<file path="src/rtl/axis_sink_pkg.sv">
// Shared types and constants for the axis_packet_sink slice.
// The optional error-capture outputs are enabled by AXIS_SINK_ERR_CAPTURE_EN.
package axis_sink_pkg;

    typedef enum logic [1:0] {
        StIdle   = 2'd0,
        StRecv   = 2'd1,
        StDrain  = 2'd2,
        StReport = 2'd3
    } state_t;

    localparam logic [31:0] DEFAULT_EXPECTED = 32'hDEADBEEF;

endpackage

</file>
<file path="src/rtl/axis_sink_stats.sv">
// Running packet statistics: wrapping packet counter and saturating error counter.
module axis_sink_stats #(
    parameter int unsigned CNT_W = 16
) (
    input  logic             clk_i,
    input  logic             rst_i,
    input  logic             report_i,
    input  logic             pkt_err_i,
    output logic [CNT_W-1:0] pkt_count_o,
    output logic [CNT_W-1:0] err_count_o
);

    logic [CNT_W-1:0] pkt_count_q, pkt_count_d;
    logic [CNT_W-1:0] err_count_q, err_count_d;

    always_comb begin
        pkt_count_d = pkt_count_q;
        err_count_d = err_count_q;
        if (report_i) begin
            pkt_count_d = pkt_count_q + CNT_W'(1);
            if (pkt_err_i && (err_count_q != {CNT_W{1'b1}})) begin
                err_count_d = err_count_q + CNT_W'(1);
            end
        end
    end

    always_ff @(posedge clk_i) begin
        if (rst_i) begin
            pkt_count_q <= '0;
            err_count_q <= '0;
        end else begin
            pkt_count_q <= pkt_count_d;
            err_count_q <= err_count_d;
        end
    end

    assign pkt_count_o = pkt_count_q;
    assign err_count_o = err_count_q;

endmodule

</file>
<file path="src/rtl/axis_packet_sink.sv">
// AXI4-Stream packet sink: checks beat data, measures packet length, reports status.
// Define AXIS_SINK_ERR_CAPTURE_EN to add the err_data/err_idx first-mismatch outputs.
module axis_packet_sink
    import axis_sink_pkg::*;
#(
    parameter int unsigned       DATA_W        = 32,
    parameter logic [DATA_W-1:0] EXPECTED_DATA = DATA_W'(DEFAULT_EXPECTED),
    parameter int unsigned       MAX_BEATS     = 16,
    parameter int unsigned       CNT_W         = 16,
    localparam int unsigned      LEN_W         = $clog2(MAX_BEATS + 1)
) (
    input  logic              aclk,
    input  logic              areset,
    input  logic [DATA_W-1:0] s_axis_tdata,
    input  logic              s_axis_tvalid,
    output logic              s_axis_tready,
    input  logic              s_axis_tlast,
    input  logic              hold,
    output logic              pkt_done,
    output logic [LEN_W-1:0]  pkt_len,
    output logic              pkt_err,
    output logic [CNT_W-1:0]  pkt_count,
`ifdef AXIS_SINK_ERR_CAPTURE_EN
    output logic [DATA_W-1:0] err_data,
    output logic [LEN_W-1:0]  err_idx,
`endif
    output logic [CNT_W-1:0]  err_count
);

    localparam logic [LEN_W-1:0] MaxLen = LEN_W'(MAX_BEATS);

    state_t           state_q, state_d;
    logic [LEN_W-1:0] beat_cnt_q, beat_cnt_d;
    logic             data_err_q, data_err_d;
    logic             ovf_q, ovf_d;
    logic [LEN_W-1:0] pkt_len_q, pkt_len_d;
    logic             pkt_err_q, pkt_err_d;
    logic             pkt_done_q, pkt_done_d;

    logic             accept;
    logic             mismatch;
    logic [LEN_W-1:0] beat_inc;

    assign s_axis_tready = !areset && !hold && (state_q != StReport);
    assign accept        = s_axis_tvalid && s_axis_tready;
    assign mismatch      = (s_axis_tdata != EXPECTED_DATA);
    assign beat_inc      = (beat_cnt_q == MaxLen) ? MaxLen : beat_cnt_q + LEN_W'(1);

    always_comb begin
        state_d    = state_q;
        beat_cnt_d = beat_cnt_q;
        data_err_d = data_err_q;
        ovf_d      = ovf_q;
        pkt_len_d  = pkt_len_q;
        pkt_err_d  = pkt_err_q;
        pkt_done_d = 1'b0;

        unique case (state_q)
            StIdle, StRecv: begin
                if (accept) begin
                    beat_cnt_d = beat_inc;
                    data_err_d = data_err_q | mismatch;
                    if (s_axis_tlast) begin
                        state_d = StReport;
                    end else if (beat_inc == MaxLen) begin
                        state_d = StDrain;
                        ovf_d   = 1'b1;
                    end else begin
                        state_d = StRecv;
                    end
                end
            end
            StDrain: begin
                if (accept) begin
                    data_err_d = data_err_q | mismatch;
                    if (s_axis_tlast) begin
                        state_d = StReport;
                    end
                end
            end
            StReport: begin
                state_d    = StIdle;
                beat_cnt_d = '0;
                data_err_d = 1'b0;
                ovf_d      = 1'b0;
            end
            default: state_d = StIdle;
        endcase

        // Status is captured on the tlast beat so it is already valid while pkt_done is high.
        if (accept && s_axis_tlast) begin
            pkt_len_d  = beat_cnt_d;
            pkt_err_d  = data_err_d | ovf_d;
            pkt_done_d = 1'b1;
        end
    end

    always_ff @(posedge aclk) begin
        if (areset) begin
            state_q    <= StIdle;
            beat_cnt_q <= '0;
            data_err_q <= 1'b0;
            ovf_q      <= 1'b0;
            pkt_len_q  <= '0;
            pkt_err_q  <= 1'b0;
            pkt_done_q <= 1'b0;
        end else begin
            state_q    <= state_d;
            beat_cnt_q <= beat_cnt_d;
            data_err_q <= data_err_d;
            ovf_q      <= ovf_d;
            pkt_len_q  <= pkt_len_d;
            pkt_err_q  <= pkt_err_d;
            pkt_done_q <= pkt_done_d;
        end
    end

    assign pkt_done = pkt_done_q;
    assign pkt_len  = pkt_len_q;
    assign pkt_err  = pkt_err_q;

`ifdef AXIS_SINK_ERR_CAPTURE_EN
    logic [DATA_W-1:0] first_data_q, first_data_d;
    logic [LEN_W-1:0]  first_idx_q, first_idx_d;
    logic [DATA_W-1:0] err_data_q, err_data_d;
    logic [LEN_W-1:0]  err_idx_q, err_idx_d;

    // beat_cnt_q is the 0-based index of the current beat; it sticks at MAX_BEATS in drain.
    always_comb begin
        first_data_d = first_data_q;
        first_idx_d  = first_idx_q;
        err_data_d   = err_data_q;
        err_idx_d    = err_idx_q;
        if (accept && mismatch && !data_err_q) begin
            first_data_d = s_axis_tdata;
            first_idx_d  = beat_cnt_q;
        end
        if ((state_q == StReport) && data_err_q) begin
            err_data_d = first_data_q;
            err_idx_d  = first_idx_q;
        end
    end

    always_ff @(posedge aclk) begin
        if (areset) begin
            first_data_q <= '0;
            first_idx_q  <= '0;
            err_data_q   <= '0;
            err_idx_q    <= '0;
        end else begin
            first_data_q <= first_data_d;
            first_idx_q  <= first_idx_d;
            err_data_q   <= err_data_d;
            err_idx_q    <= err_idx_d;
        end
    end

    assign err_data = err_data_q;
    assign err_idx  = err_idx_q;
`endif

    axis_sink_stats #(
        .CNT_W (CNT_W)
    ) u_stats (
        .clk_i       (aclk),
        .rst_i       (areset),
        .report_i    (state_q == StReport),
        .pkt_err_i   (pkt_err_q),
        .pkt_count_o (pkt_count),
        .err_count_o (err_count)
    );

endmodule
</file>
<file path="config.mk">
export PLATFORM = sky130hd
export DESIGN_NAME = axis_packet_sink
export DESIGN_NICKNAME = d
export VERILOG_FILES = /design/src/rtl/axis_sink_pkg.sv /design/src/rtl/axis_sink_stats.sv /design/src/rtl/axis_packet_sink.sv
export SDC_FILE = /design/constraint.sdc
export NUM_CORES = 1
export LEC_CHECK = 0
export CAP_MARGIN = 20
export CORE_MARGIN = 5
export CORE_UTILIZATION = 46
export CTS_CLUSTER_DIAMETER = 150
export DETAILED_ROUTE_END_ITERATION = 7
export PLACE_DENSITY = 0.88
export SYNTH_ARGS = -nofsm -noshare
export SYNTH_HDL_FRONTEND = slang
export SYNTH_SLANG_ARGS = --single-unit
</file>
<file path="constraint.sdc">
create_clock -name aclk -period 1.9 [get_ports aclk]
set_input_delay 0.285 -clock aclk [delete_from_list [all_inputs] [get_ports aclk]]
set_output_delay 0.285 -clock aclk [all_outputs]
set_load 0.01 [all_outputs]
</file>
# Yosys cells after proc, flatten, opt, wreduce, memory -nomap -nowiden

Index checks and enable logic that the tools add are counted.

Flip-flop bits (word level): 48
Input bits: 37
Output and inout bits: 40
Word-level logic and storage cells: 53

Multiplexer cells: 16
Add/subtract/negate cells: 3
Equality and inequality tests: 11
Reductions and logical operators: 12
Bitwise operators: 2

Operators by type and width:

| operator                | count |
|---|---|
| $add A16 B1 Y16 const B | 2 |
| $ne A32 B32 Y1 const B  | 1 |
| $ne A16 B16 Y1 const B  | 1 |
| $eq A5 B5 Y1 const B    | 2 |
| $mux W2                 | 5 |
| $mux W5                 | 2 |
| $pmux W5 S2             | 1 |
| $ne A2 B2 Y1 const B    | 4 |
| $pmux W2 S3             | 1 |
| $add A5 B1 Y5 const B   | 1 |
| $logic_and A1 B1 Y1     | 5 |
| $mux W1                 | 5 |
| $eq A2 B2 Y1 const B    | 2 |
| $pmux W1 S2             | 2 |
| $reduce_and A3 Y1       | 1 |
| $reduce_or A3 Y1        | 1 |
| $eq A2 B1 Y1 const B    | 1 |
| $logic_not A1 Y1        | 2 |
| $logic_not A2 Y1        | 1 |
| $or A1 B1 Y1            | 2 |
| $reduce_and A2 Y1       | 1 |
| $reduce_or A2 Y1        | 1 |

# Longest topological paths before layout

Depth in word-level cells: 8
Gate-level depth with buffers: 7
Gate-level depth less buffers: 7

# Cells and area by module

From an unflattened synthesis, not the netlist that was laid out.

Cell total of the unflattened synthesis: 280
Area, all modules: 2496.1 µm²

By module, submodules not included:

| module           | cells an instance | area each (µm²) | instances |
|---|---|---|---|
| axis_sink_stats  | 180               | 1567.8          | 1 |
| axis_packet_sink | 100               | 928.4           | 1 |

# Worst setup path before layout

Ideal clock, no wire load.

Kind: reg2reg
Start: reg beat_cnt_q[0]
End: reg state_q[1]
Stages on the path, launching flop included: 7
Library setup time: 0.092 ns
Buffers on the path: 0
Path slack: 0.136 ns
Period minus slack after synthesis: 1.764 ns
Data required time: 1.808 ns
Data arrival time: 1.672 ns
Cells stage by stage: dfxtp_1 > ha_1 > xnor2_1 > or3b_1 > a211oi_2 > nor3_1 > nor4_1

Cells in the longest elaborated chain, start to end: 7

Ends and longest elaborated chain:

| what                                          | RTL line                | text |
|---|---|---|
| from (decl)                                   | axis_packet_sink.sv:33  | `logic [LEN_W-1:0] beat_cnt_q, beat_cnt_d;` |
| from (signal assigned)                        | axis_packet_sink.sv:109 | `beat_cnt_q <= beat_cnt_d;` |
| $add A5 B1 Y5 or $eq A5 B5 Y1 (tied branches) | axis_packet_sink.sv:47  | `assign beat_inc = (beat_cnt_q == MaxLen) ? MaxLen : beat_cnt_q + LEN_W'(1);` |
| $mux W5 (*)                                   | axis_packet_sink.sv:47  |  |
| $eq A5 B5 Y1 (*)                              | axis_packet_sink.sv:65  | `end else if (beat_inc == MaxLen) begin` |
| $mux W2 (*)                                   | axis_packet_sink.sv:65  |  |
| $mux W2 (*)                                   | axis_packet_sink.sv:63  | `if (s_axis_tlast) begin` |
| $mux W2 (*)                                   | axis_packet_sink.sv:60  | `if (accept) begin` |
| $pmux W2 S3 (*)                               | axis_packet_sink.sv:58  | `unique case (state_q)` |
| to (signal assigned)                          | axis_packet_sink.sv:100 | `state_q <= StIdle;` |
| to (signal assigned)                          | axis_packet_sink.sv:108 | `state_q <= state_d;` |
| to (decl)                                     | axis_packet_sink.sv:32  | `state_t state_q, state_d;` |

Every way passes the cells marked *; elsewhere a longest branch is shown, timed or not. The select of a mux whose other input is x is not followed.
A chain may end at the register's enable or synchronous reset.

# Worst setup path after layout

Start: reg state_q[1]
End: out s_axis_tready

Cells in the longest elaborated chain, start to end: 2

Ends and longest elaborated chain:

| what                | RTL line               | text |
|---|---|---|
| $ne A2 B2 Y1        | axis_packet_sink.sv:44 | `assign s_axis_tready = !areset && !hold && (state_q != StReport);` |
| $logic_and A1 B1 Y1 | axis_packet_sink.sv:44 |  |
| to (decl)           | axis_packet_sink.sv:16 | `output logic s_axis_tready,` |

No other way between the ends.

==> results.yml <==
outcome:
  status: "complete, no violations"
power:
  p_per_area_mw_per_mm2: 546
  power_mw: 1.84
  power.leakage_nw: 1.18
  ir_worst_vdd_v: 0.000425
worst_setup_path:
  critPathLaunchType: "register"
  critPathMaxFanout: 12
  critPathSlowestCell: "dfxtp_1"
  cp-end-kind: "output pin"
  required_ns: 1.62
  crit_family: "flip-flops"
  crit_chain: "and2_4, nor3_1, dlygate4sd2_1"
  path_buf_inv: 1
  slowest_delay_ns: 0.49
  cp.arrival_ns: 1.45
  critPathKind: "register to output pin"
sta:
  rsz0062_at_grt: "false"
  fin_crit_sh_pct: 91.2
  setup_viol: 0
  slew_headroom_pct: 72.4
  hold_viol_final: 0
  final.min_clock_period_ns: 1.73
  fin_setup_tns_ns: 0
  worst_pin_slew_ns: 0.415
  finClkSkew_ns: 0.0166
  slew_viol_final: 0
  timing.fmax_ghz: 0.577
  worst_slack_ns: 0.168
floorplanning:
  die_w_um: 82.3
  ios: 77
  dieArea_mm2: 0.00677
  fp.coreArea_mm2: 0.00507
  die_h_um: 82.3
  rows: 26
  initial_core_util_pct: 47.3
yosys:
  ys_types: 56
  ys_seq_area_share_pct: 40.0
  synth_xor_area_share_pct: 8.39
  synth_top_family_by_area: "simple AND/OR/NAND/NOR gates"
  synth.avg_cell_area_um2: 8.64
  synthSimpleGateAreaFrac_pct: 32.1
  yosysWarnings: 0
  yosys.area.top_type: "dfxtp_1"
  ys_ff_latch: 48
  synth_area_mm2: 0.00240
  synth_edf_count: 0
  synth-adder-area-share_pct: 2.08
  synth_nets: 319
  synthMuxAreaShare_pct: 0.885
  synthArstFlopShare_pct: 0
  syn_inst: 278
  synth_compound_area_share_pct: 12.2
  synth.area.top_cells: "dfxtp_1 (40%), nor2_1 (6.4%), xnor2_1 (5.5%)"
  ys.flop_type: "dfxtp_1"
  synth.top_cell.area_share_pct: 40.0
placement:
  hpwl_mm: 4.61
  post-place-ws_ns: -0.0600
  gp_congestion: 0.884
  portBuffers: 76
  dpl_cell_area_mm2: 0.00329
global_routing:
  grt.overflow.total: 0
  grt_max_degree: 41
  grt_pass1_vias: 2274
  antenna_found_initial: 0
  grt_pass1_wl_mm: 10.2
  globalRouteTotalUtil_pct: 19.3
cells_and_area:
  regArea_um2: 962
  multi_input_area_mm2: 0.00134
  layout-drive-gt1-share_pct: 12.2
  final_util_pct: 66.6
  finalNetCount: 402
  fin_area_mm2: 0.00338
  area_growth_pct: 40.6
  fillers: 441
  num_antenna_cells: 0
cts:
  numCtsBuffers: 5
  cts.sink_count: 48
  cts_hold_buf: 0
  clk_latency_ns: 0.31
  post_cts_buffers: 0
  root_buffer: "clkbuf_8"
  cts_buffer_depth: 2
  clk_pin_slew_ns: 0.10
  cts_tree: "yes"
  htree_levels: 2
route:
  dr.pass1.iters: 4
  drc: 0
  dr_wl_met2_mm: 2.97
  vias: 2306
  drtAntennaViolNets: 0
  drtIter0Drc: 97
  highest_layer: "met4"
  route.met3.wl_um: 374
  vias_per_cell: 5.34
  drt-total-wl_mm: 6.04
  drt-wirelength-per-cell_um: 14.0
  wl_met1_mm: 2.56
job:
  maxCapViolCount: 0
hold_path:
  hp-class: "primary input to register"
placed cells by master (no fill, tap or decap), types with 2 or more instances in the layout:
cell and n:
o211ai_1 2, a211oi_2 3, nand4b_1 4, xnor2_1 15, dfxtp_1 47, buf_4 15
clkbuf_8 5, or3_1 5, a211oi_1 4, a31oi_1 3, nor2b_1 4, nand4_1 8
ha_1 3, nor2_2 2, nor4_1 4, clkdlybuf4s50_1 74, and3_1 11, xor2_1 8
and4_4 2, nor3_1 10, nand2_1 17, nand3_1 11, a21oi_1 13, o21ai_0 8
inv_1 8, nor2_1 41
Yosys cell counts, types with 8 or more instances:
cell / n
dfxtp_1: 48
nor2_1: 41
nand2_1: 17
xnor2_1: 15
a21oi_1: 13
and3_1: 11
nand3_1: 11
nor3_1: 10
inv_1: 8
nand4_1: 8
o21ai_0: 8
xor2_1: 8
area by class of cell:
cell class                      instances  share of cell area, %
Clock inverter                          3                  0.630
Multi-Input combinational cell        207                   39.7
Timing Repair Buffer                   91                   25.7
Clock buffer                            5                   2.04
Tap cell                               70                   2.59
Sequential cell                        48                   28.5
Inverter                                8                  0.889
repair_timing:
action | in CTS | in global routing
gates cloned | 0 | 0
endpoints found under the hold margin | 0 | 0
pin swaps | 0 | 2
endpoints found under the setup margin | 2 | 1
resized for setup | 2 | 1
cells by family (layout without fill, tap and decap cells):
family          after synthesis  in the layout
compound gates               43             43
mux                           2              2
flops                        48             48
buf+inv                      23            107
fa+ha+maj                     4              4
simple gates                135            135
xor+xnor                     23             23
path summary, 6_finish.rpt:
path | slack (ns) | startpoint | depth (start not counted) | end
setup / recovery | 0.17 | state_q[1] | 3 | s_axis_tready
setup reg to reg | 0.17 | u_stats.err_count_o[1] | 5 | u_stats.err_count_o[5]
hold / removal | 0.24 | areset | 2 | beat_cnt_q[3]
hold reg to reg | 0.48 | ovf_q | 2 | ovf_q
per-stage QoR:
step | cells | hold slack (ns)
after global routing | 432 | 0.248
after detailed placement | 424 | 0.469
after CTS | 432 | 0.238
after global placement | 424 | 0.459
final | 432 | 0.241
after floorplan | 278 | 0.444
routing by layer:
layer  up-vias  GRT usage, %
met2        69          33.3
met1      1071          23.0
met4         0          7.81
met3        14          4.45
li1       1152             -
met5         -             0
power by group:
| part | switching, mW | internal [mW] | leakage (nW) |
|---|---|---|---|
| combinational | 0.0733 | 0.114 | 0.742 |
| sequential | 0.0151 | 1.02 | 0.388 |
| clock | 0.360 | 0.262 | 0.0445 |
sequential cells by signal, summed over array words and instances, names as in the netlist:
signal               count
data_err_q               1
state_q                  2
pkt_len                  5
u_stats.err_count_o     16
u_stats.pkt_count_o     16
pkt_err                  1
beat_cnt_q               5
pkt_done                 1
ovf_q                    1
worst register-to-register path: cells and delay by family (launching register included):
family | cells | cell delay (ns)
muxes | 1 | 0.34
AOI/OAI and AO/OA | 1 | 0.10
adders and majority gates | 1 | 0.27
DFF | 1 | 0.42
and+or+nand+nor | 2 | 0.50
No activity file was read; power rests on OpenSTA's default activity.
